**config.mk**
```make
export PLATFORM = sky130hd
export DESIGN_NAME = ctrl_mac_tile
export DESIGN_NICKNAME = d
export VERILOG_FILES = /design/src/rtl/ctrl_mac_tile.sv
export SDC_FILE = /design/constraint.sdc
export NUM_CORES = 1
export LEC_CHECK = 0
export BUFFER_PORTS_ARGS = -buffer_cell sky130_fd_sc_hd__buf_2
export CAP_MARGIN = 15
export CELL_PAD_IN_SITES_DETAIL_PLACEMENT = 2
export CELL_PAD_IN_SITES_GLOBAL_PLACEMENT = 2
export CORE_ASPECT_RATIO = 1.1
export CORE_UTILIZATION = 37
export CTS_BUF_LIST = sky130_fd_sc_hd__clkbuf_8 sky130_fd_sc_hd__clkbuf_16
export DETAILED_ROUTE_END_ITERATION = 8
export PLACE_DENSITY_LB_ADDON = 0.1
export SYNTH_ARGS = -nofsm -noshare
export SYNTH_HDL_FRONTEND = slang
export SYNTH_SLANG_ARGS = --single-unit
```
**constraint.sdc**
```tcl
create_clock -name clk -period 6.25 [get_ports clk]
set_input_delay 1.25 -clock clk [delete_from_list [all_inputs] [get_ports clk]]
set_output_delay 1.25 -clock clk [all_outputs]
set_load 0.02 [all_outputs]
```
**src/rtl/ctrl_mac_tile.sv**
```systemverilog
// ctrl_mac_tile: groups ctrl_bus beats into dot products of runtime length acc_len and
// drives accumulator enables aligned to the multiplier pipeline. Protocol checker: CTRL_MAC_ERRCHK_EN.
module ctrl_mac_tile #(
    parameter int MAC_LAT = 2,
    parameter int LWIDTH  = 16
) (
    input  logic              clk,
    input  logic              xrst,
    input  logic [2:0]        in_ctrl,
    input  logic [LWIDTH-1:0] acc_len,
    output logic [2:0]        out_ctrl,
    output logic              accum_rst,
    output logic              accum_we,
    output logic              mac_oe,
    output logic              busy,
    output logic              err
);
    // ctrl_bus bit layout: {start, valid, stop}
    localparam int WE_D    = MAC_LAT;
    localparam int OE_D    = MAC_LAT + 1;
    localparam int DRAIN_W = $clog2(MAC_LAT + 2);

    typedef enum logic [1:0] {
        IDLE  = 2'd0,
        RUN   = 2'd1,
        DRAIN = 2'd2
    } state_t;

    state_t              state_q, state_d;
    logic [LWIDTH-1:0]   cnt_q, cnt_d;
    logic [LWIDTH-1:0]   len_q, len_d;
    logic [DRAIN_W-1:0]  drain_q, drain_d;
    logic                busy_q;

    logic                start_i, valid_i, stop_i;
    logic                start_acc, beat, wrap;
    logic                rst_in, oe_in, stp_in;

    logic [WE_D-1:0]     we_p, rst_p;
    logic [OE_D-1:0]     oe_p, stp_p, sta_p;

    assign start_i = in_ctrl[2];
    assign valid_i = in_ctrl[1];
    assign stop_i  = in_ctrl[0];

    always_comb begin
        state_d   = state_q;
        cnt_d     = cnt_q;
        len_d     = len_q;
        drain_d   = drain_q;
        start_acc = 1'b0;
        beat      = 1'b0;
        wrap      = 1'b0;
        rst_in    = 1'b0;
        oe_in     = 1'b0;
        stp_in    = 1'b0;
        case (state_q)
            IDLE: begin
                if (start_i) begin
                    state_d   = RUN;
                    start_acc = 1'b1;
                    cnt_d     = '0;
                    len_d     = (acc_len == '0) ? LWIDTH'(1) : acc_len;
                end
            end
            RUN: begin
                if (valid_i) begin
                    beat   = 1'b1;
                    wrap   = (cnt_q == len_q - 1'b1);
                    rst_in = (cnt_q == '0);
                    oe_in  = wrap | stop_i;
                    stp_in = stop_i;
                    cnt_d  = wrap ? '0 : cnt_q + 1'b1;
                    if (stop_i) begin
                        state_d = DRAIN;
                        drain_d = '0;
                    end
                end
            end
            DRAIN: begin
                // hold until the stop beat's enables have left the delay lines
                if (drain_q == DRAIN_W'(MAC_LAT)) begin
                    state_d = IDLE;
                end else begin
                    drain_d = drain_q + 1'b1;
                end
            end
            default: state_d = IDLE;
        endcase
    end

    always_ff @(posedge clk) begin
        if (!xrst) begin
            state_q <= IDLE;
            cnt_q   <= '0;
            len_q   <= '0;
            drain_q <= '0;
            busy_q  <= 1'b0;
        end else begin
            state_q <= state_d;
            cnt_q   <= cnt_d;
            len_q   <= len_d;
            drain_q <= drain_d;
            busy_q  <= (state_d != IDLE);
        end
    end

    // beat-aligned enables travel through shift registers matching the multiplier depth
    always_ff @(posedge clk) begin
        if (!xrst) begin
            we_p  <= '0;
            rst_p <= '0;
            oe_p  <= '0;
            stp_p <= '0;
            sta_p <= '0;
        end else begin
            we_p  <= WE_D'({we_p, beat});
            rst_p <= WE_D'({rst_p, rst_in});
            oe_p  <= OE_D'({oe_p, oe_in});
            stp_p <= OE_D'({stp_p, stp_in});
            sta_p <= OE_D'({sta_p, start_acc});
        end
    end

    assign accum_we  = we_p[WE_D-1];
    assign accum_rst = rst_p[WE_D-1];
    assign mac_oe    = oe_p[OE_D-1];
    assign out_ctrl  = {sta_p[OE_D-1], oe_p[OE_D-1], stp_p[OE_D-1]};
    assign busy      = busy_q;

`ifdef CTRL_MAC_ERRCHK_EN
    logic viol, err_q;

    always_comb begin
        viol = 1'b0;
        if (start_i && (state_q != IDLE)) viol = 1'b1;
        if ((valid_i || stop_i) && (state_q != RUN)) viol = 1'b1;
        if (stop_i && !valid_i) viol = 1'b1;
        if (start_i && (state_q == IDLE) && (acc_len == '0)) viol = 1'b1;
    end

    always_ff @(posedge clk) begin
        if (!xrst) begin
            err_q <= 1'b0;
        end else if (viol) begin
            err_q <= 1'b1;
        end
    end

    assign err = err_q;
`else
    assign err = 1'b0;
`endif

endmodule
```
==> flow_metrics.tcl, run 1 <==
set metrics [dict create \
    grt_pass1_wl_mm 11.9 \
    final_net_count 358 \
    postCtsHoldBufs 0 \
    worst_setup_path_end_kind "flop" \
    dp_hpwl_mm 5.32 \
    drc 0 \
    layoutNonFillerInstCount 416 \
    yosysTopAreaCellShare_pct 38.1 \
    async_flop_share_pct 0 \
    start_util_pct 39.2 \
    rsz0062_at_grt "no" \
    routed-wl-met2_mm 3.45 \
    dp_cells 408 \
    r2r-end "cnt_q[5]" \
    worst-r2r-cell-count 7 \
    grt_pass1_vias 2371 \
    vdd_drop_max_v 0.0000912 \
    synth_edf_count 0 \
    die_h_um 90.4 \
    powerDensity_nw_per_um2 228 \
    reg2reg_from "len_q[0]" \
    cts.path.max_buffers 2 \
    htreeDepth 2 \
    ys.flop_type "dfxtp_1" \
    yosys_warnings 0 \
    max_stage_delay_ns 0.61 \
    synth.area.top_cells "dfxtp_1, nand2_1, xnor2_1, a21boi_0, and2_1" \
    die_area_um2 7450 \
    cts_setup_buffers 0 \
    core-area_um2 6710 \
    met1_length_mm 3.30 \
    arrival_ns 3.17 \
    hold_viol_final 0 \
    multi_input_area_um2 1470 \
    clk_pin_slew_worst_paths_ns 0.10 \
    slew_viol_final 0 \
    path_class "reg2reg" \
    track_usage_pct 20.7 \
    cts_tree "built" \
    clockRootBuffer "clkbuf_8" \
    placed_area_um2 2760 \
    cp_slowest_cell "a2111o_1" \
    yosysTopAreaCell "dfxtp_1" \
    globalplace.congestion 0.764 \
    cap_violations 0 \
    drtIter0Drc 62 \
    slew_headroom_pct 49.6 \
    postSynthAreaPerCell_um2 8.16 \
    ys_seq_area_share_pct 38.1 \
    fin_crit_ns 2.99 \
    cts_num_sinks 50 \
    num_rows 31 \
    worstSkewPairLatency_ns 0.31 \
    dr.pass1.iters 4 \
    leakagePower_nw 1.09 \
    wirelength_mm 6.93 \
    path_max_fanout 16 \
    fin_ws_ns 3.26 \
    worstHoldStart "sta_p[1]" \
    hp-class "reg2reg" \
    final_area_um2 2860 \
    status "finished, final reports clean" \
    cp.required_ns 6.43 \
    setup_viol 0 \
    netlist_area_um2 2630 \
    vias_per_cell 5.53 \
    grt_start_max_net_pins 35 \
    fillers 781 \
    n_antenna_cell 0 \
    port-buffer-count 27 \
    antenna_left 0 \
    synth_nets 347 \
    post-route-util_pct 42.6 \
    yosysUniqueCellTypes 49 \
    routed-wl-met3_um 135 \
    reg2reg_slack_ns 3.26 \
    grt_overflow 0 \
    dp_slack_ns 3.21 \
    critPathLaunchType "flop" \
    die_w_um 82.4 \
    top_level_ports 29 \
    hold_depth 1 \
    regArea_um2 1000 \
    syn_inst 322 \
    antenna_found_initial 0 \
    ys_ff_latch 50 \
    post-route-period-util_pct 47.8 \
    setup-tns-final_ns 0 \
    cp_cell_sequence "or4_1 -> or3_1 -> a2111oi_2 -> o211ai_1 -> a2111o_1 -> nand2_2 -> o311ai_1" \
    fmax_ghz 0.335 \
    highest_layer "met4" \
    area_growth_pct 8.66 \
    drive_above_1_share_pct 11.7 \
    routed-via-count 2301 \
    cts_buffers 5 \
    worst_pin_slew_ns 0.751 \
    routedWlPerCell_um 16.7 \
    min_to "sta_p[2]" \
    finClkSkew_ns 0.0115 \
    cts_resized 0 \
]
## state kept, by name, indices dropped and copies added, names as in the netlist
signal,flops
busy,1
cnt_q,16
drain_q,2
len_q,16
oe_p,3
rst_p,2
sta_p,3
state_q,2
stp_p,3
we_p,2
## through the flow
stage,hold slack (ns),power [mW]
after CTS,0.450,0.665
final,0.442,0.652
after global routing,0.461,0.691
after global placement,0.414,0.452
after floorplan,0.412,0.424
after detailed placement,0.424,0.457
## where the power goes
part	leakage [nW]	switching (mW)	internal, mW	total, mW
sequential	0.407	0.0135	0.330	0.343
clock	0.0478	0.113	0.0913	0.204
combinational	0.640	0.0603	0.0438	0.104
total	1.09	0.187	0.465	0.652
## critical path, delay by kind of cell (launching register included)
family	cells	cell delay, ns
compound gates	4	1.22
flops	1	0.38
simple gates	3	1.26
## routing by layer
metal / global-route usage [%] / vias to the layer above
met5: 0 / -
met4: 4.82 / 0
met3: 3.33 / 5
met2: 33.8 / 28
met1: 27.9 / 1123
li1: - / 1145
## placed cells by master (no fill, tap or decap), types with 9 or more instances in the layout
| cell type | n |
|---|---|
| o21ai_0 | 9 |
| and2_1 | 15 |
| inv_1 | 12 |
| nor2_1 | 13 |
| a21boi_0 | 16 |
| nand2_1 | 53 |
| dfxtp_1 | 50 |
| nand3_1 | 12 |
| xnor2_1 | 15 |
| buf_2 | 27 |
| a31oi_1 | 9 |
## cell type report
cell class                      instances  share of cell area [%]
Multi-Input combinational cell        237                    51.6
Sequential cell                        50                    35.0
Timing Repair Buffer                   27                    4.73
Tap cell                               82                    3.59
Clock buffer                            6                    2.89
Inverter                               12                    1.58
Clock inverter                          2                   0.569
## worst max-delay path by stage
| stage | depth (start not counted) | startpoint | endpoint | slack, ns |
|---|---|---|---|---|
| 5_1_grt | 7 | len_q[6] | cnt_q[14] | 3.06 |
| 3_3_place_gp | 7 | len_q[0] | cnt_q[10] | 3.30 |
| 3_5_place_dp | 4 | xrst | cnt_q[14] | 3.21 |
| 4_1_cts | 7 | len_q[0] | cnt_q[5] | 3.23 |
| 2_1_floorplan | 8 | len_q[0] | cnt_q[10] | 3.62 |
| 6_report | 7 | len_q[0] | cnt_q[5] | 3.26 |
## kinds of logic after synthesis
family,after synthesis,share of synthesized area [%]
XOR/XNOR,22,7.33
AND/OR/NAND/NOR,145,28.7
buffers and inverters,35,5.85
adder cells (fa/ha/maj),4,1.90
multiplexers,3,1.14
flip-flops,50,38.1
other,1,0.143
AO/OA/AOI/OAI,62,16.8
## cell usage after synthesis (6+ instances only)
cell	count
a21boi_0	16
a31oi_1	9
and2_1	15
and3_1	8
clkbuf_1	18
dfxtp_1	50
inv_1	12
nand2_1	53
nand3_1	12
nand4_1	7
nor2_1	13
nor3_1	7
nor4_1	6
o21ai_0	9
xnor2_1	15
xor2_1	7
Power figures use the tool's default switching activity.
==> run 2, diff against run 1 <==
Settings changed: CORE_UTILIZATION 37 to 31.
Clock period 6.25 ns to 2.6 ns, I/O delays scaled along.
==> run 2 against run 1 <==
Net effect: cell count up 11%; sequential share of layout area down 3.1 points; largest cell class unchanged; fmax up 17%; clock-buffer cell count down 1; highest routed layer unchanged; critical path depth unchanged; setup slack worse by 3.2 ns; critical endpoint is now cnt_q[1].
==> flow_metrics.tcl, run 2 (same netlist as run 1, synthesis figures left out) <==
set metrics [dict create \
    status "finished, final reports clean" \
    routed-via-count 2414 \
    critPathLaunchType "flop" \
    htreeDepth 2 \
    slew_headroom_pct 54.2 \
    postCtsHoldBufs 0 \
    reg.largest.list "cnt_q x16, len_q x16" \
    start_util_pct 32.5 \
    max_stage_delay_ns 0.54 \
    cp_cell_sequence "or4_4 -> or3_4 -> a2111oi_4 -> o211ai_1 -> a2111o_1 -> buf_6 -> a32o_1" \
    path_max_fanout 15 \
    arrival_ns 2.75 \
    vdd_drop_max_v 0.000212 \
    fmax_ghz 0.391 \
    post-route-period-util_pct 98.4 \
    final_cell_mix "nand2_1, dfxtp_1, buf_2, buf_4, a21boi_0" \
    cp.required_ns 2.79 \
    final_area_um2 3130 \
    setup_viol 0 \
    drtIter0Drc 47 \
    switching_share_pct 28.6 \
    antenna_found_initial 0 \
    dp_cells 455 \
    rsz0062_at_grt "yes" \
    power_frac_seq_pct 47.8 \
    cts_tree "built" \
    reg2reg_from "len_q[0]" \
    leakagePower_nw 1.23 \
    power_frac_comb_pct 17.8 \
    worstHoldStart "rst_p[0]" \
    slew_viol_final 0 \
    timing.critical_path.from "len_q[0]" \
    grt_overflow 0 \
    switching_power_uw 489 \
    antenna_left 0 \
    die_h_um 98.6 \
    regArea_um2 1000 \
    port-buffer-count 27 \
    drc 0 \
    vias_per_cell 5.21 \
    grt_pass1_wl_mm 12.7 \
    cts_buffers 5 \
    top_level_ports 29 \
    routedWlPerCell_um 16.7 \
    clockRootBuffer "clkbuf_8" \
    path_class "reg2reg" \
    layoutNonFillerInstCount 463 \
    dp_hpwl_mm 5.79 \
    cp_slowest_cell "or4_4" \
    worst_pin_slew_ns 0.687 \
    finClkSkew_ns 0.0135 \
    clk_pin_slew_worst_paths_ns 0.10 \
    num_rows 34 \
    cts_num_sinks 50 \
    dr.pass1.iters 4 \
    worstSkewPairLatency_ns 0.31 \
    fin_crit_ns 2.56 \
    core-area_um2 8080 \
    grt_start_max_net_pins 31 \
    n_antenna_cell 0 \
    internal_power_mw 1.22 \
    grt_pass1_vias 2582 \
    globalplace.congestion 0.784 \
    cap_violations 0 \
    cts_setup_buffers 0 \
    final_net_count 379 \
    hold_viol_final 0 \
    p_clk_share_pct 34.4 \
    drive_above_1_share_pct 18.6 \
    die_area_um2 8850 \
    placed_area_um2 2950 \
    area_growth_pct 19.2 \
    fillers 940 \
    worst_setup_path_end_kind "flop" \
    multi_input_area_um2 1540 \
    wirelength_mm 7.73 \
    cts.path.max_buffers 2 \
    die_w_um 89.8 \
    track_usage_pct 18.1 \
    hp-class "reg2reg" \
    layout_commonest_cell "nand2_1" \
    powerDensity_nw_per_um2 546 \
]
-- run 2: cell types whose count changed in the layout (fill, tap and decap cells not counted), sizes merged --
cell,previous run,this run
clkbuf,6,5
bufinv,0,1
clkinv,0,1
clkinvlp,1,0
buf,27,48
-- run 2: layer usage --
metal	GRT usage, %	share of wire, %	wire length, um	vias to the layer above
met5	0	0	0	-
met4	5.42	1.6	127	0
met3	2.70	2.0	158	12
met2	31.5	49	3780	34
met1	23.1	47	3670	1173
li1	-	-	-	1195
-- run 2: path summary, 6_finish.rpt --
path / to / slack, ns / cells past startpoint
worst max-delay path: cnt_q[1] / 0.04 / 7
worst min-delay path: rst_p[1] / 0.45 / 1
worst max register to register: cnt_q[1] / 0.04 / 7
worst min register to register: rst_p[1] / 0.45 / 1
-- run 2: power by group through the flow --
stage               Combinational, mW  Sequential (mW)  Clock (mW)
finish                          0.305            0.817       0.588
global route                    0.342            0.822       0.635
CTS                             0.296            0.817       0.608
detailed placement              0.292            0.835           0
global placement                0.286            0.834           0
floorplan                       0.184            0.836           0
-- run 2: critical path, delay by kind of cell, from the launching register on --
| kind | cells | cell delay [ns] |
|---|---|---|
| AOI/OAI and AO/OA | 4 | 1.00 |
| and+or+nand+nor | 2 | 0.93 |
| buffers and inverters | 1 | 0.18 |
| DFF | 1 | 0.32 |
-- run 2: timing repair --
action	in CTS	in global routing
resized for setup	3	8
pin swaps	0	4
endpoints found under the setup margin	14	15
hold endpoints to repair	0	0
-- run 2: through the flow --
stage / setup TNS [ns] / hold slack (ns) / power, mW / setup slack [ns] / util, %
2_1_floorplan: 0 / 0.412 / 1.02 / 0.0327 / -
3_3_place_gp: -0.742 / 0.415 / 1.12 / -0.0818 / 36.5
3_5_place_dp: -1.20 / 0.424 / 1.13 / -0.128 / 36.5
4_1_cts: -0.298 / 0.450 / 1.72 / -0.0504 / 38.1
5_1_grt: -0.198 / 0.462 / 1.80 / -0.0359 / 38.8
6_report: 0 / 0.446 / 1.71 / 0.0419 / 38.8
-- run 2: cell type report --
| type | instances | share of cell area [%] |
|---|---|---|
| clock buffers | 5 | 2.20 |
| well taps | 108 | 4.31 |
| multi-input cells | 237 | 49.1 |
| flip-flops and latches | 50 | 31.9 |
| inverters | 12 | 1.44 |
| repair buffers | 48 | 9.46 |
| clock inverters | 3 | 1.52 |
